===== config.mk =====
export PLATFORM = sky130hd
export DESIGN_NAME = hazard_scoreboard
export DESIGN_NICKNAME = d
export VERILOG_FILES = /design/src/rtl/hazard_pkg.sv /design/src/rtl/hazard_match.sv /design/src/rtl/hazard_scoreboard.sv
export SDC_FILE = /design/constraint.sdc
export NUM_CORES = 1
export LEC_CHECK = 0
export ABC_CLOCK_PERIOD_IN_PS = 4700
export CORE_MARGIN = 2
export CORE_UTILIZATION = 55
export DETAILED_ROUTE_END_ITERATION = 10
export GPL_ROUTABILITY_DRIVEN = 0
export PLACE_DENSITY = 0.86
export SYNTH_ARGS = -nofsm -noshare
export SYNTH_HDL_FRONTEND = slang
export SYNTH_SLANG_ARGS = --single-unit

===== constraint.sdc =====
create_clock -name clock -period 4.7 [get_ports clock]
set_clock_uncertainty 0.1 [all_clocks]
set_input_delay 0.705 -clock clock [delete_from_list [all_inputs] [get_ports clock]]
set_output_delay 0.705 -clock clock [all_outputs]
set_load 0.02 [all_outputs]

===== src/rtl/hazard_pkg.sv =====
// Shared types and helpers for the hazard scoreboard: pipeline entry layout,
// select encoding and select-width derivation.
package hazard_pkg;

    // Entry fields are sized for the widest supported core; narrower AW/latency
    // values are zero-extended into them.
    localparam int ENT_AW = 8;
    localparam int ENT_LW = 4;

    localparam int SEL_RF = 0;

    typedef struct packed {
        logic              valid;
        logic [ENT_AW-1:0] rd;
        logic              we;
        logic [ENT_LW-1:0] lat;
    } entry_t;

    function automatic int sel_width(input int depth);
        return (depth <= 2) ? 1 : $clog2(depth);
    endfunction

endpackage


===== src/rtl/hazard_match.sv =====
// Youngest-match priority search for one source operand across all tracked
// stages; yields a hazard flag and the bypass select for the X stage.
module hazard_match
    import hazard_pkg::*;
#(
    parameter int DEPTH    = 3,
    parameter int AW       = 5,
    parameter int WD_STALL = 1,
    parameter int SEL_W    = sel_width(DEPTH)
) (
    input  logic [AW-1:0]    rs,
    input  logic             used,
    input  entry_t           stage [DEPTH],
    output logic             hazard,
    output logic [SEL_W-1:0] sel
);

    // Walk oldest to youngest so the youngest match is the last to assign.
    always_comb begin
        hazard = 1'b0;
        sel    = SEL_W'(SEL_RF);
        for (int s = DEPTH-1; s >= 0; s--) begin
            if (used && stage[s].valid && stage[s].we &&
                stage[s].rd != '0 && stage[s].rd == ENT_AW'(rs)) begin
                if (s == DEPTH-1) begin
                    hazard = (WD_STALL != 0);
                    sel    = SEL_W'(SEL_RF);
                end else if (s + 1 < int'(stage[s].lat)) begin
                    hazard = 1'b1;
                    sel    = SEL_W'(SEL_RF);
                end else begin
                    hazard = 1'b0;
                    sel    = SEL_W'(s + 1);
                end
            end
        end
    end

endmodule


===== src/rtl/hazard_scoreboard.sv =====
// Hazard detection and forwarding control: tracks in-flight destinations,
// stalls decode on unresolvable hazards and registers X-stage bypass selects.
module hazard_scoreboard
    import hazard_pkg::*;
#(
    parameter int DEPTH    = 3,
    parameter int NUM_SRC  = 2,
    parameter int AW       = 5,
    parameter int WD_STALL = 1,
    parameter int SEL_W    = sel_width(DEPTH)
) (
    input  logic                     clock,
    input  logic                     reset,
    input  logic                     d_valid_i,
    input  logic [NUM_SRC*AW-1:0]    d_rs_i,
    input  logic [NUM_SRC-1:0]       d_rs_used_i,
    input  logic [AW-1:0]            d_rd_i,
    input  logic                     d_we_i,
    input  logic [SEL_W-1:0]         d_lat_i,
    input  logic                     flush_i,
    input  logic                     hold_i,
    output logic                     stall_o,
    output logic [NUM_SRC*SEL_W-1:0] x_bypass_sel_o,
    output logic [AW-1:0]            wb_rd_o,
    output logic                     wb_we_o,
    output logic [31:0]              stall_cycles_o
);

    entry_t                     stage_q [DEPTH];
    entry_t                     dec_ent;
    logic [NUM_SRC-1:0]         haz;
    logic [NUM_SRC*SEL_W-1:0]   sel_c;
    logic [NUM_SRC*SEL_W-1:0]   sel_q;
    logic [31:0]                cnt_q;
    logic                       issue;
    logic                       cnt_inc;

    // Latency 0 behaves as 1; anything past the last stage is clamped to it.
    always_comb begin
        dec_ent       = '0;
        dec_ent.valid = 1'b1;
        dec_ent.rd    = ENT_AW'(d_rd_i);
        dec_ent.we    = d_we_i;
        if (d_lat_i == '0)
            dec_ent.lat = ENT_LW'(1);
        else if (int'(d_lat_i) >= DEPTH)
            dec_ent.lat = ENT_LW'(DEPTH - 1);
        else
            dec_ent.lat = ENT_LW'(d_lat_i);
    end

    for (genvar k = 0; k < NUM_SRC; k++) begin : g_src
        hazard_match #(
            .DEPTH   (DEPTH),
            .AW      (AW),
            .WD_STALL(WD_STALL),
            .SEL_W   (SEL_W)
        ) u_match (
            .rs    (d_rs_i[k*AW +: AW]),
            .used  (d_rs_used_i[k]),
            .stage (stage_q),
            .hazard(haz[k]),
            .sel   (sel_c[k*SEL_W +: SEL_W])
        );
    end

    assign stall_o = hold_i | (d_valid_i & (|haz) & ~flush_i);
    assign issue   = d_valid_i & ~stall_o & ~flush_i;
    assign cnt_inc = d_valid_i & stall_o & ~flush_i & ~hold_i;

    always_ff @(posedge clock) begin
        if (reset) begin
            for (int i = 0; i < DEPTH; i++) stage_q[i] <= '0;
            sel_q <= '0;
            cnt_q <= '0;
        end else begin
            if (!hold_i) begin
                for (int i = DEPTH-1; i > 0; i--) stage_q[i] <= stage_q[i-1];
                stage_q[0] <= issue ? dec_ent : '0;
                sel_q      <= issue ? sel_c : '0;
            end else if (flush_i) begin
                // A taken branch still squashes X while the rest stays frozen.
                stage_q[0] <= '0;
                sel_q      <= '0;
            end
            if (cnt_inc && cnt_q != 32'hFFFF_FFFF)
                cnt_q <= cnt_q + 32'd1;
        end
    end

    assign x_bypass_sel_o = sel_q;
    assign wb_rd_o        = stage_q[DEPTH-1].rd[AW-1:0];
    assign wb_we_o        = stage_q[DEPTH-1].valid & stage_q[DEPTH-1].we;
    assign stall_cycles_o = cnt_q;

endmodule


==> results of run 1 <==
==> metal layers <==
| metal | vias up | global-route usage [%] | wire length, um |
|---|---|---|---|
| li1 | 1423 | - | - |
| met1 | 1405 | 32.0 | 3570 |
| met2 | 99 | 44.3 | 3810 |
| met3 | 20 | 6.22 | 450 |
| met4 | 0 | 13.1 | 203 |
| met5 | - | 0 | 0 |
==> state kept, by name, summed over array words and instances (netlist names) <==
| signal | flops |
|---|---|
| stage_q | 20 |
| stall_cycles_o | 32 |
| wb_rd_o | 5 |
| x_bypass_sel_o | 4 |
==> cells by family after synthesis <==
kind of cell | after synthesis | share of synthesized area [%]
adder cells (fa/ha/maj) | 1 | 0.396
XOR/XNOR | 32 | 8.86
AND/OR/NAND/NOR | 143 | 24.2
multiplexers | 20 | 6.57
AO/OA/AOI/OAI | 75 | 16.3
buffers and inverters | 30 | 5.06
flip-flops | 61 | 38.6
==> power by group <==
part           internal, uW  switching (uW)  leakage (uW)
combinational          34.8            34.3      0.000758
sequential              520            4.13      0.000492
clock                   326             207      0.000116
==> how the worst max path moves through the flow <==
stage	end	from	slack, ns
6_report	stall_o	d_rs_i[9]	0.29
5_1_grt	stall_o	d_rs_i[7]	0.16
4_1_cts	stall_o	d_rs_i[9]	0.31
3_5_place_dp	stall_o	d_rs_i[9]	0.35
3_3_place_gp	stall_o	d_rs_i[9]	0.36
2_1_floorplan	stall_o	d_rs_i[6]	1.44
==> placed cells by master, fill, tap and decap left out, drive strengths merged, types with 12 or more instances in the layout <==
cell and count:
clkdlybuf4s50 65, mux2i 17, nand3 15, or4 16
o21ai 18, a21oi 26, nor2 32, dfxtp 61
nand2 22, or3 18, xnor2 21, clkbuf 12
==> critical path: cells and delay by family <==
family                 cells  cell delay, ns
AND/OR/NAND/NOR            3            0.79
AO/OA/AOI/OAI              2            0.41
buffers and inverters      2            1.21
multiplexers               1            0.33
XOR/XNOR                   1            0.16
==> through the flow <==
step / hold WS [ns] / total power (uW)
final: 0.355 / 1130
after global routing: 0.377 / 1160
after CTS: 0.355 / 1130
after detailed placement: 0.340 / 603
after global placement: 0.335 / 602
after floorplan: 0.324 / 570
==> area by class of cell <==
type	instances	area, um2	area share [%]
clock buffer	12	155	3.87
clock inverter	4	70.1	1.75
inverter	7	26.3	0.656
multi-input combinational	271	1780	44.5
sequential	61	1220	30.5
tap	72	90.1	2.25
timing repair buffer	67	663	16.5
==> impl_metrics.tcl, run 1 <==
set metrics [dict create \
    synth_nets 388 \
    critical-path-slowest-cell "clkdlybuf4s50_1" \
    antenna_found_initial 0 \
    async_flop_share_pct 0 \
    gr-total-overflow 0 \
    syn_to_final_growth_pct 26.7 \
    yosysWarnings 0 \
    cp_common_cell "clkdlybuf4s50_1" \
    slew_headroom_pct 22.6 \
    dp.cells 478 \
    dp_slack_ns 0.349 \
    coreArea_um2 5540 \
    yosysSeqAreaShare_pct 38.6 \
    synth_top_area_share_pct 38.6 \
    clk_pin_slew_worst_paths_ns 0.06 \
    ys_types 47 \
    fin_crit_ns 4.41 \
    cpPeakStageDelay_ns 0.63 \
    worstSetupStartpointType "input pin" \
    whs_path_depth 2 \
    path_cells "clkdlybuf4s50_1 > xnor2_1 > nand4_1 > or4_4 > mux2_4 > a21oi_4 > nor2_1 > o21bai_1 > clkdlybuf4s50_1" \
    place_area_um2 3780 \
    cts_buffer_depth 2 \
    portBuffers 66 \
    drcViolationCount 0 \
    slew_violations 0 \
    clock_sinks 61 \
    cts_tree "done" \
    nNetsFinal 443 \
    setup.worst_path.end_class "output port" \
    finalCritPeriodShare_pct 93.9 \
    setup_viol 0 \
    r2r_start "stall_cycles_o[3]" \
    post_cts_buffers 0 \
    initial_core_util_pct 57.1 \
    hold_path.class "reg2reg" \
    antenna_cells 0 \
    htreeDepth 3 \
    root_buffer "clkbuf_8" \
    num_vias 2947 \
    syn_area_um2 3160 \
    first_pass_iters 4 \
    critPathArrivalTime_ns 3.61 \
    crit_type "in2out" \
    fin_area_um2 4010 \
    die-area_um2 6370 \
    drt.antenna.violating_nets 0 \
    tns_ns 0 \
    synthFlopType "dfxtp_1" \
    n_fill_cell 407 \
    grt_pass1_wl_um 13300 \
    grt_max_degree 55 \
    synth-seq-cells 61 \
    final_cells 494 \
    place_hpwl_um 5530 \
    hold-path-endpoint "x_bypass_sel_o[2]" \
    hold_viol 0 \
    grt_usage_pct 26.5 \
    min-delay-start "x_bypass_sel_o[2]" \
    fin_ws_ns 0.289 \
    routed_wl_um 8030 \
    status "finished clean" \
    utilization_pct 72.3 \
    holdBufCountCts 0 \
    rsz0062_at_grt "false" \
    drt-wirelength-per-cell_um 16.3 \
    cp.required_ns 3.89 \
    synth_area_leaders "dfxtp_1, xnor2_1, mux2i_1" \
    cts-resized-gates 0 \
    die-height_um 79.8 \
    die_w_um 79.8 \
    first_global_vias 2903 \
    insertion_delay_ns 0.35 \
    worst_pin_slew_ns 1.16 \
    design.portCount 68 \
    fmax_mhz 227 \
    regToRegEndpoint "stall_cycles_o[27]" \
    p_per_area_nw_per_um2 281 \
    numCtsBuffers 9 \
    synth_common_cells "dfxtp_1, nor2_1, a21oi_1" \
    synth_cells 362 \
    yosysTopAreaCell "dfxtp_1" \
    row_count 27 \
    vias_per_cell 5.97 \
    r2r_setup_slack_ns 1.29 \
    r2r.worst_path.cells 8 \
    syn_area_per_cell_um2 8.74 \
    crit_fanout 5 \
    dr.first_iter.drc_count 177 \
    vdd_drop_max_v 0.000177 \
    drive_gt1_share_pct 6.87 \
    drv_cap 0 \
    synth_edf_count 0 \
    synth_most_common_cell "dfxtp_1" \
    p_leak_uw 0.00137 \
]
Note: power is estimated with default switching activity, not from simulation.
==> run 2, diff against run 1 <==
- CORE_UTILIZATION: 55 -> 50
- PLACE_DENSITY: 0.86 -> 0.79
- SETUP_SLACK_MARGIN: not set -> 0.05
==> run 2 against run 1 <==
Worst hold slack better by 0.017 ns; combinational power down 0.7%; register-to-register slack gained 0.02 ns; global-route usage down 3.9 points; cell count is 0.61% higher; die area grew 9.5%; critical path depth unchanged; sequential share of layout area up 0.22 points; core utilization decreased by 6.3 points; worst setup slack got worse by 0.013 ns; largest cell class unchanged; largest power group is now sequential cells.
==> impl_metrics.tcl, run 2 (synthesized netlist as in run 1, its figures left out) <==
set metrics [dict create \
    cts-resized-gates 0 \
    holdBufCountCts 0 \
    grt_usage_pct 22.6 \
    min-delay-start "x_bypass_sel_o[0]" \
    grt_pass1_wl_um 13000 \
    fmax_mhz 226 \
    portBuffers 66 \
    first_pass_iters 4 \
    final_common_cell "clkdlybuf4s50_1" \
    drive_gt1_share_pct 6.64 \
    tns_ns 0 \
    drcViolationCount 0 \
    slew_violations 0 \
    coreArea_um2 6030 \
    vdd_drop_max_v 0.000219 \
    place_hpwl_um 5400 \
    num_vias 2870 \
    setup_viol 0 \
    vias_per_cell 5.77 \
    clock_sinks 61 \
    finalCritPeriodShare_pct 94.1 \
    path_cells "clkdlybuf4s50_1 > xnor2_1 > nand4_1 > or4_4 > mux2_4 > a21oi_4 > nor2_1 > o21bai_1 > clkdlybuf4s50_1" \
    die-height_um 83.5 \
    row_count 28 \
    dr.first_iter.drc_count 154 \
    numCtsBuffers 9 \
    initial_core_util_pct 52.5 \
    critPathArrivalTime_ns 3.62 \
    htreeDepth 3 \
    critical-path-slowest-cell "clkdlybuf4s50_1" \
    hold_path.class "reg2reg" \
    fin_area_um2 3980 \
    routed_wl_um 7840 \
    final_cell_mix "clkdlybuf4s50_1, dfxtp_1, nor2_1" \
    worst_pin_slew_ns 1.18 \
    p_leak_uw 0.00135 \
    fin_crit_ns 4.42 \
    place_area_um2 3790 \
    hold_viol 0 \
    die-area_um2 6980 \
    nNetsFinal 443 \
    cpPeakStageDelay_ns 0.63 \
    antenna_cells 0 \
    cp_common_cell "clkdlybuf4s50_1" \
    r2r_start "stage_q[33]" \
    drt-wirelength-per-cell_um 15.8 \
    die_w_um 83.5 \
    first_global_vias 2784 \
    startpoint "d_rs_i[7]" \
    root_buffer "clkbuf_8" \
    clk_pin_slew_worst_paths_ns 0.07 \
    crit_type "in2out" \
    grt_max_degree 55 \
    drt.antenna.violating_nets 0 \
    slew_headroom_pct 21.6 \
    p_per_area_nw_per_um2 268 \
    insertion_delay_ns 0.35 \
    largest_register_ffs 32 \
    gr-total-overflow 0 \
    crit_fanout 5 \
    worstSetupStartpointType "input pin" \
    syn_to_final_growth_pct 25.8 \
    cts_tree "done" \
    post_cts_buffers 0 \
    utilization_pct 66.0 \
    drv_cap 0 \
    setup.worst_path.end_class "output port" \
    cts_buffer_depth 2 \
    status "finished clean" \
    rsz0062_at_grt "false" \
    whs_ns 0.372 \
    antenna_found_initial 0 \
    design.portCount 68 \
    cp.required_ns 3.89 \
]
[run 2: report_power, final]
part,leakage [uW],switching (uW),internal (uW),total (uW)
clock network,0.0000964,216,258,473
logic,0.000758,33.7,34.8,68.6
registers,0.000492,3.96,519,523
[run 2: final cells by class]
cell class,count,area (um2)
Inverter,7,26.3
Tap cell,75,93.8
Timing Repair Buffer,67,663
Fill cell,527,2050
Clock buffer,12,145
Sequential cell,61,1220
Multi-Input combinational cell,271,1780
Clock inverter,4,47.5
[run 2: critical path, delay by kind of cell]
kind	cells	cell delay, ns
buffers and inverters	2	1.23
and+or+nand+nor	3	0.80
AOI/OAI and AO/OA	2	0.41
muxes	1	0.33
xor gates and xnor gates	1	0.15
[run 2: worst paths after layout]
path | endpoint | slack [ns] | cells past startpoint
max reg2reg | stall_cycles_o[25] | 1.31 | 8
min reg2reg | x_bypass_sel_o[0] | 0.37 | 1
min | x_bypass_sel_o[0] | 0.37 | 1
max | stall_o | 0.28 | 9
[run 2: per-stage QoR]
| step | setup WS, ns | power, uW | cells |
|---|---|---|---|
| 3_3_place_gp | 0.354 | 602 | 481 |
| 4_1_cts | 0.288 | 1070 | 497 |
| 6_report | 0.276 | 1070 | 497 |
| 5_1_grt | 0.176 | 1100 | 497 |
| 2_1_floorplan | 1.44 | 570 | 362 |
| 3_5_place_dp | 0.315 | 603 | 481 |
[run 2: per-layer routing]
metal | up-vias | GRT usage, % | wire length (um)
li1 | 1429 | - | -
met1 | 1345 | 29.3 | 3750
met2 | 82 | 35.6 | 3530
met3 | 14 | 6.73 | 448
met4 | 0 | 8.80 | 114
met5 | - | 0 | 0
